<file path="src/rtl/mem_rd_pkg.sv">
// Shared definitions for the burst read sequencer and its helpers.
//   AW             : memory address width (memory depth is 2**AW)
//   DW             : memory data word width
//   MEM_RD_LATENCY : cycles from a read being issued to its data being valid
//   state_e        : sequencer FSM states
package mem_rd_pkg;

    localparam int AW             = 3;
    localparam int DW             = 8;
    localparam int MEM_RD_LATENCY = 1;

    typedef enum logic [0:0] {
        IDLE = 1'b0,
        RUN  = 1'b1
    } state_e;

endpackage

</file>
<file path="src/rtl/mem_burst_reader_chk.sv">
// Assertion checker for mem_burst_reader.
// Ports:
//   clk, rst_n : clock and synchronous active-low reset (checks disabled in reset)
//   rd_en_i    : read issued to the memory this cycle
//   push_i     : FIFO write this cycle
//   pop_i      : FIFO read this cycle
//   count_i    : FIFO occupancy
module mem_burst_reader_chk #(
    parameter int DEPTH = 4,
    parameter int CW    = 3
) (
    input logic          clk,
    input logic          rst_n,
    input logic          rd_en_i,
    input logic          push_i,
    input logic          pop_i,
    input logic [CW-1:0] count_i
);
    import mem_rd_pkg::*;

    logic rd_pipe_q [MEM_RD_LATENCY];

    // Delay line of issued reads, one stage per cycle of memory latency.
    always_ff @(posedge clk) begin
        if (!rst_n) begin
            for (int i = 0; i < MEM_RD_LATENCY; i++) begin
                rd_pipe_q[i] <= 1'b0;
            end
        end else begin
            rd_pipe_q[0] <= rd_en_i;
            for (int i = 1; i < MEM_RD_LATENCY; i++) begin
                rd_pipe_q[i] <= rd_pipe_q[i-1];
            end
        end
    end

    a_no_overflow: assert property (@(posedge clk) disable iff (!rst_n)
        !(push_i && !pop_i && (count_i == CW'(DEPTH))));

    a_no_underflow: assert property (@(posedge clk) disable iff (!rst_n)
        !(pop_i && (count_i == CW'(0))));

    a_push_follows_read: assert property (@(posedge clk) disable iff (!rst_n)
        push_i == rd_pipe_q[MEM_RD_LATENCY-1]);

endmodule

</file>
<file path="src/rtl/sync_fifo.sv">
// Small synchronous FIFO with first-word-fall-through head output.
// Ports:
//   clk, rst_n   : clock and synchronous active-low reset (flushes the FIFO)
//   push_i       : write push_data_i this cycle
//   push_data_i  : word to write
//   pop_i        : remove the head word this cycle (only legal when valid_o)
//   head_o       : current head word, 0 when empty
//   valid_o      : FIFO holds at least one word
//   count_o      : number of words held, 0..DEPTH
// Simultaneous push and pop leave the count unchanged and keep word order.
module sync_fifo #(
    parameter int DW    = 8,
    parameter int DEPTH = 4
) (
    input  logic                       clk,
    input  logic                       rst_n,
    input  logic                       push_i,
    input  logic [DW-1:0]              push_data_i,
    input  logic                       pop_i,
    output logic [DW-1:0]              head_o,
    output logic                       valid_o,
    output logic [$clog2(DEPTH):0]     count_o
);

    localparam int PW = $clog2(DEPTH);
    localparam int CW = PW + 1;

    logic [DW-1:0] mem_q [DEPTH];
    logic [PW-1:0] wr_ptr_q;
    logic [PW-1:0] rd_ptr_q;
    logic [CW-1:0] count_q;

    // Storage write; contents need no reset because count_q gates visibility.
    always_ff @(posedge clk) begin
        if (push_i) begin
            mem_q[wr_ptr_q] <= push_data_i;
        end
    end

    // Pointer and occupancy bookkeeping; pointers wrap naturally (DEPTH is a power of two).
    always_ff @(posedge clk) begin
        if (!rst_n) begin
            wr_ptr_q <= '0;
            rd_ptr_q <= '0;
            count_q  <= '0;
        end else begin
            if (push_i) begin
                wr_ptr_q <= wr_ptr_q + PW'(1);
            end
            if (pop_i) begin
                rd_ptr_q <= rd_ptr_q + PW'(1);
            end
            case ({push_i, pop_i})
                2'b10:   count_q <= count_q + CW'(1);
                2'b01:   count_q <= count_q - CW'(1);
                default: count_q <= count_q;
            endcase
        end
    end

    // Head word is forced to zero while empty so stale storage never leaks out.
    always_comb begin
        if (count_q != '0) begin
            head_o  = mem_q[rd_ptr_q];
            valid_o = 1'b1;
        end else begin
            head_o  = '0;
            valid_o = 1'b0;
        end
    end

    assign count_o = count_q;

endmodule

</file>
<file path="src/rtl/mem_burst_reader.sv">
// Burst read sequencer for the 8x8 registered-read memory.
// Takes a (base_addr, len) command, issues len sequential reads (address wraps
// mod 2**AW), captures each word one cycle after its read and streams the words
// out through a small FIFO on a valid/ready interface.
// Ports:
//   clk, rst_n          : clock and synchronous active-low reset
//   start, base_addr,len: burst command, sampled every cycle, accepted only in IDLE
//   busy                : burst in progress
//   done                : one-cycle pulse after the last word is accepted (or len==0)
//   mem_addr, mem_rd_en : registered read request to the memory
//   mem_rdata           : memory data, valid the cycle after mem_rd_en
//   out_data, out_valid : FIFO head word and non-empty flag
//   out_ready           : downstream accepts the head word
module mem_burst_reader #(
    parameter int AW         = mem_rd_pkg::AW,
    parameter int DW         = mem_rd_pkg::DW,
    parameter int FIFO_DEPTH = 4
) (
    input  logic          clk,
    input  logic          rst_n,
    input  logic          start,
    input  logic [AW-1:0] base_addr,
    input  logic [AW:0]   len,
    output logic          busy,
    output logic          done,
    output logic [AW-1:0] mem_addr,
    output logic          mem_rd_en,
    input  logic [DW-1:0] mem_rdata,
    output logic [DW-1:0] out_data,
    output logic          out_valid,
    input  logic          out_ready
);
    import mem_rd_pkg::*;

    localparam int CW = $clog2(FIFO_DEPTH) + 1;

    state_e        state_q;
    logic          busy_q;
    logic          done_q;
    logic          mem_rd_en_q;
    logic [AW-1:0] mem_addr_q;
    logic          inflight_q;
    logic [AW:0]   len_q;
    logic [AW:0]   issued_q;
    logic [AW:0]   out_rem_q;

    logic [CW-1:0] fifo_count_s;
    logic [CW:0]   reserved_s;
    logic          out_valid_s;
    logic          pop_s;
    logic          last_pop_s;
    logic          issue_d;

    // Issue decision and output handshake, built from registered state only so
    // that out_ready never reaches mem_rd_en combinationally.
    always_comb begin
        // Slots already committed: words stored, word arriving now, read issued now.
        reserved_s = {1'b0, fifo_count_s}
                   + {{CW{1'b0}}, inflight_q}
                   + {{CW{1'b0}}, mem_rd_en_q};
        if ((state_q == RUN) && (issued_q < len_q) &&
            (reserved_s < (CW+1)'(FIFO_DEPTH))) begin
            issue_d = 1'b1;
        end else begin
            issue_d = 1'b0;
        end
        pop_s = out_valid_s && out_ready;
        if (pop_s && (out_rem_q == (AW+1)'(1))) begin
            last_pop_s = 1'b1;
        end else begin
            last_pop_s = 1'b0;
        end
    end

    // Sequencer FSM with registered outputs; the command's first read is issued
    // directly from IDLE so it appears the cycle after acceptance.
    always_ff @(posedge clk) begin
        if (!rst_n) begin
            state_q     <= IDLE;
            busy_q      <= 1'b0;
            done_q      <= 1'b0;
            mem_rd_en_q <= 1'b0;
            mem_addr_q  <= '0;
            inflight_q  <= 1'b0;
            len_q       <= '0;
            issued_q    <= '0;
            out_rem_q   <= '0;
        end else begin
            done_q      <= 1'b0;
            mem_rd_en_q <= 1'b0;
            inflight_q  <= mem_rd_en_q;
            case (state_q)
                IDLE: begin
                    if (start) begin
                        if (len != '0) begin
                            state_q     <= RUN;
                            busy_q      <= 1'b1;
                            len_q       <= len;
                            out_rem_q   <= len;
                            issued_q    <= (AW+1)'(1);
                            mem_addr_q  <= base_addr;
                            mem_rd_en_q <= 1'b1;
                        end else begin
                            done_q <= 1'b1;
                        end
                    end
                end
                RUN: begin
                    if (issue_d) begin
                        mem_rd_en_q <= 1'b1;
                        mem_addr_q  <= mem_addr_q + AW'(1);
                        issued_q    <= issued_q + (AW+1)'(1);
                    end
                    if (pop_s) begin
                        out_rem_q <= out_rem_q - (AW+1)'(1);
                    end
                    if (last_pop_s) begin
                        state_q <= IDLE;
                        busy_q  <= 1'b0;
                        done_q  <= 1'b1;
                    end
                end
                default: begin
                    state_q <= IDLE;
                    busy_q  <= 1'b0;
                end
            endcase
        end
    end

    sync_fifo #(
        .DW    (DW),
        .DEPTH (FIFO_DEPTH)
    ) u_fifo (
        .clk         (clk),
        .rst_n       (rst_n),
        .push_i      (inflight_q),
        .push_data_i (mem_rdata),
        .pop_i       (pop_s),
        .head_o      (out_data),
        .valid_o     (out_valid_s),
        .count_o     (fifo_count_s)
    );

    mem_burst_reader_chk #(
        .DEPTH (FIFO_DEPTH),
        .CW    (CW)
    ) u_chk (
        .clk     (clk),
        .rst_n   (rst_n),
        .rd_en_i (mem_rd_en_q),
        .push_i  (inflight_q),
        .pop_i   (pop_s),
        .count_i (fifo_count_s)
    );

    assign busy      = busy_q;
    assign done      = done_q;
    assign mem_rd_en = mem_rd_en_q;
    assign mem_addr  = mem_addr_q;
    assign out_valid = out_valid_s;

endmodule
</file>
<file path="config.mk">
export PLATFORM = sky130hd
export DESIGN_NAME = mem_burst_reader
export DESIGN_NICKNAME = d
export VERILOG_FILES = /design/src/rtl/mem_rd_pkg.sv /design/src/rtl/mem_burst_reader_chk.sv /design/src/rtl/sync_fifo.sv /design/src/rtl/mem_burst_reader.sv
export SDC_FILE = /design/constraint.sdc
export NUM_CORES = 1
export LEC_CHECK = 0
export ABC_AREA = 0
export BUFFER_PORTS_ARGS = -buffer_cell sky130_fd_sc_hd__buf_4
export CAP_MARGIN = 20
export CELL_PAD_IN_SITES_DETAIL_PLACEMENT = 2
export CELL_PAD_IN_SITES_GLOBAL_PLACEMENT = 2
export CORE_MARGIN = 3
export CORE_UTILIZATION = 39
export DETAILED_ROUTE_END_ITERATION = 12
export PLACE_DENSITY = 0.78
export SKIP_LAST_GASP = 1
export SLEW_MARGIN = 20
export SYNTH_ARGS = -nofsm -noshare
export SYNTH_HDL_FRONTEND = slang
export SYNTH_HIERARCHICAL = 1
export SYNTH_SLANG_ARGS = --single-unit
</file>
<file path="constraint.sdc">
create_clock -name clk -period 2.7 [get_ports clk]
set_input_delay 0.27 -clock clk [delete_from_list [all_inputs] [get_ports clk]]
set_output_delay 0.27 -clock clk [all_outputs]
set_load 0.1 [all_outputs]
</file>
==> reports/qor.csv <==
metric,value,unit
synth_top_cells_by_count,"sky130_fd_sc_hd__edfxtp_1, sky130_fd_sc_hd__dfxtp_1, sky130_fd_sc_hd__inv_1, sky130_fd_sc_hd__nand2_1, sky130_fd_sc_hd__a21oi_1",
synth_edf_count,32,
post-synth-top-area-fraction,35.2,%
timing.final.hold_violations,0,
synth_async_sr_flop_share,0,%
timing.final.crit_share,84.1,%
run_status,"complete, no violations",
layout.filler_cells,675,
drt-vias-per-instance,5.12,
worstPathRequired,2.43,ns
route.antenna.remaining_nets,0,
finalCoreUtilization,49.5,%
cts_setup_buffers,0,
postSynthAreaPerCell,12.4,sq um
fp.dieH,89.7,microns
timing.critical_path.from_type,flop,
areaGrowthSynthToFinish,19.0,%
dpl_worst_slack,0.583,ns
power.density,860,nW/um^2
cts_made_buffers,9,
cts_repair_resize_count,0,
routed_wirelength,6.60,mm
post_synth_cell_types,44,
peak_supply_drop,0.528,mV
dp_hpwl,4.76,mm
postPlaceCellArea,3080,sq um
rsz0062_at_grt,false,
synth.cell_area,2730,sq um
max_cap_viol_count,0,
cts.sink_count,61,
max_clock_freq,440,MHz
wire_length_of_the_first_global_routing_pass,10.9,mm
drt_iter0_drcs,37,
port-buffer-count,33,
measured_slew_at_the_worst_slew_check_pin,0.568,ns
route.detailed.wl_per_inst,18.3,microns
critical_path_class,reg -> out,
synthMostInstantiatedCell,sky130_fd_sc_hd__edfxtp_1,
drive_gt1_share,26.6,%
diodes,0,
synth_flop_cell,sky130_fd_sc_hd__edfxtp_1,
yosysTopAreaCell,sky130_fd_sc_hd__edfxtp_1,
timing.slew.headroom,62.1,%
ctsRootBufferMaster,sky130_fd_sc_hd__clkbuf_8,
initial_antenna_violation_count,0,
dieWidth,89.7,microns
postSynthRegisterBits,61,
final_critical_path_setup_slack,0.429,ns
synthTopCellsByArea,"sky130_fd_sc_hd__edfxtp_1, sky130_fd_sc_hd__dfxtp_1, sky130_fd_sc_hd__mux4_2",
grt_residual_overflow,0,
final_nets,295,
cts-root-to-sink-buffers,2,
via_count_of_the_first_global_routing_pass,2015,
detail_route.drc_violations,0,
finalMaxSlewViolations,0,
coreArea,6570,sq um
syn-instance-count,220,
critical_path.max_fanout,8,
vias,1843,
worst_clock_skew,0.00837,ns
htree_levels,3,
initial_utilization,41.6,%
synth-warning-count,6,
final_period_minus_worst_setup_slack,2.27,ns
synth-seq-area-share,56.4,%
crit_path_end_kind,primary output,
firstDrtPassIters,4,
placementRows,29,
layout.cell_area.non_filler,3250,sq um
timing.hold.worst.class,in -> reg,
die_area,8050,sq um
tritoncts,built,
critPathArrivalTime,2.00,ns
io_pins,34,
synthesis.nets,253,
leakagePower,1.25,nW
groute.usage.overall,17.3,%
grt_max_degree,20,
worstSkewPairLatency,0.34,ns
setup-violations-final,0,
worst_setup_hold_path_clk_slew,0.07,ns
report.power.total,2.80,mW
placer_congestion,0.684,
cts_hold_buf,0,
timing.setup.tns,0,ns
## metrics by stage
stage	hold WS (ns)	std cells
finish	0.134	360
global route	0.111	360
CTS	0.115	360
detailed placement	0.457	344
global placement	0.451	344
floorplan	0.369	220
## layout by cell type, fill, tap and decap left out, types with 9 or more instances in the layout
| cell | n |
|---|---|
| sky130_fd_sc_hd__inv_1 | 15 |
| sky130_fd_sc_hd__ha_1 | 13 |
| sky130_fd_sc_hd__nor2_1 | 10 |
| sky130_fd_sc_hd__and2_1 | 13 |
| sky130_fd_sc_hd__dfxtp_1 | 29 |
| sky130_fd_sc_hd__buf_4 | 37 |
| sky130_fd_sc_hd__edfxtp_1 | 32 |
| sky130_fd_sc_hd__a21oi_1 | 14 |
| sky130_fd_sc_hd__o21ai_0 | 10 |
| sky130_fd_sc_hd__nand2_1 | 16 |
| sky130_fd_sc_hd__clkbuf_8 | 9 |
## sequential cells by signal, indices dropped and copies added, names as in the netlist, named ones only
name	count
done	1
inflight_q	1
u_fifo/rd_ptr_q	2
busy	1
out_rem_q	4
state_q	1
len_q	4
u_fifo/wr_ptr_q	2
u_fifo/mem_q	32
u_fifo/count_o	3
mem_rd_en	1
issued_q	4
mem_addr	3
## metal layers
metal	vias up	GRT usage (%)	routed length (microns)
li1	873	-	-
met1	940	22.5	3080
met2	24	28.1	3240
met3	6	4.51	195
met4	0	6.13	76
met5	-	0	0
## cell families (layout without fill, tap and decap cells)
kind of cell / after synthesis / in the layout / synth area share (%)
simple gates: 66 / 66 / 13.4
flops: 61 / 61 / 56.4
compound gates: 41 / 41 / 10.2
buf+inv: 22 / 69 / 3.98
fa+ha+maj: 14 / 14 / 6.69
mux: 11 / 11 / 7.78
xor+xnor: 5 / 5 / 1.60
## worst max-delay path, cell delays in order (launching register included)
cell                      delay (ns)
sky130_fd_sc_hd__dfxtp_1        0.68
sky130_fd_sc_hd__mux4_2         0.57
sky130_fd_sc_hd__and2b_1        0.17
sky130_fd_sc_hd__buf_4          0.23
## worst paths after layout
path / depth (start not counted) / from / to / slack, ns
setup / recovery: 3 / flop / out_data[4] / 0.43
setup reg to reg: 9 / u_fifo/count_o[1] / u_fifo/count_o[2] / 0.57
hold / removal: 1 / mem_rdata[1] / u_fifo/mem_q[0][1] / 0.13
hold reg to reg: 2 / busy / busy / 0.46
## layout make-up
| cell class | count | area (sq um) | area share [%] |
|---|---|---|---|
| clock buffers | 9 | 124 | 3.81 |
| flip-flops and latches | 61 | 1540 | 47.4 |
| clock inverters | 7 | 51.3 | 1.58 |
| repair buffers | 37 | 278 | 8.54 |
| inverters | 16 | 60.1 | 1.85 |
| well taps | 93 | 116 | 3.58 |
| multi-input cells | 137 | 1080 | 33.3 |
## report_power, final
group | switching, mW | internal (mW) | leakage (nW)
clock network | 0.385 | 0.335 | 0.0872
registers | 0.0716 | 1.03 | 0.526
logic | 0.683 | 0.294 | 0.633
(Power assumes the default switching activity.)
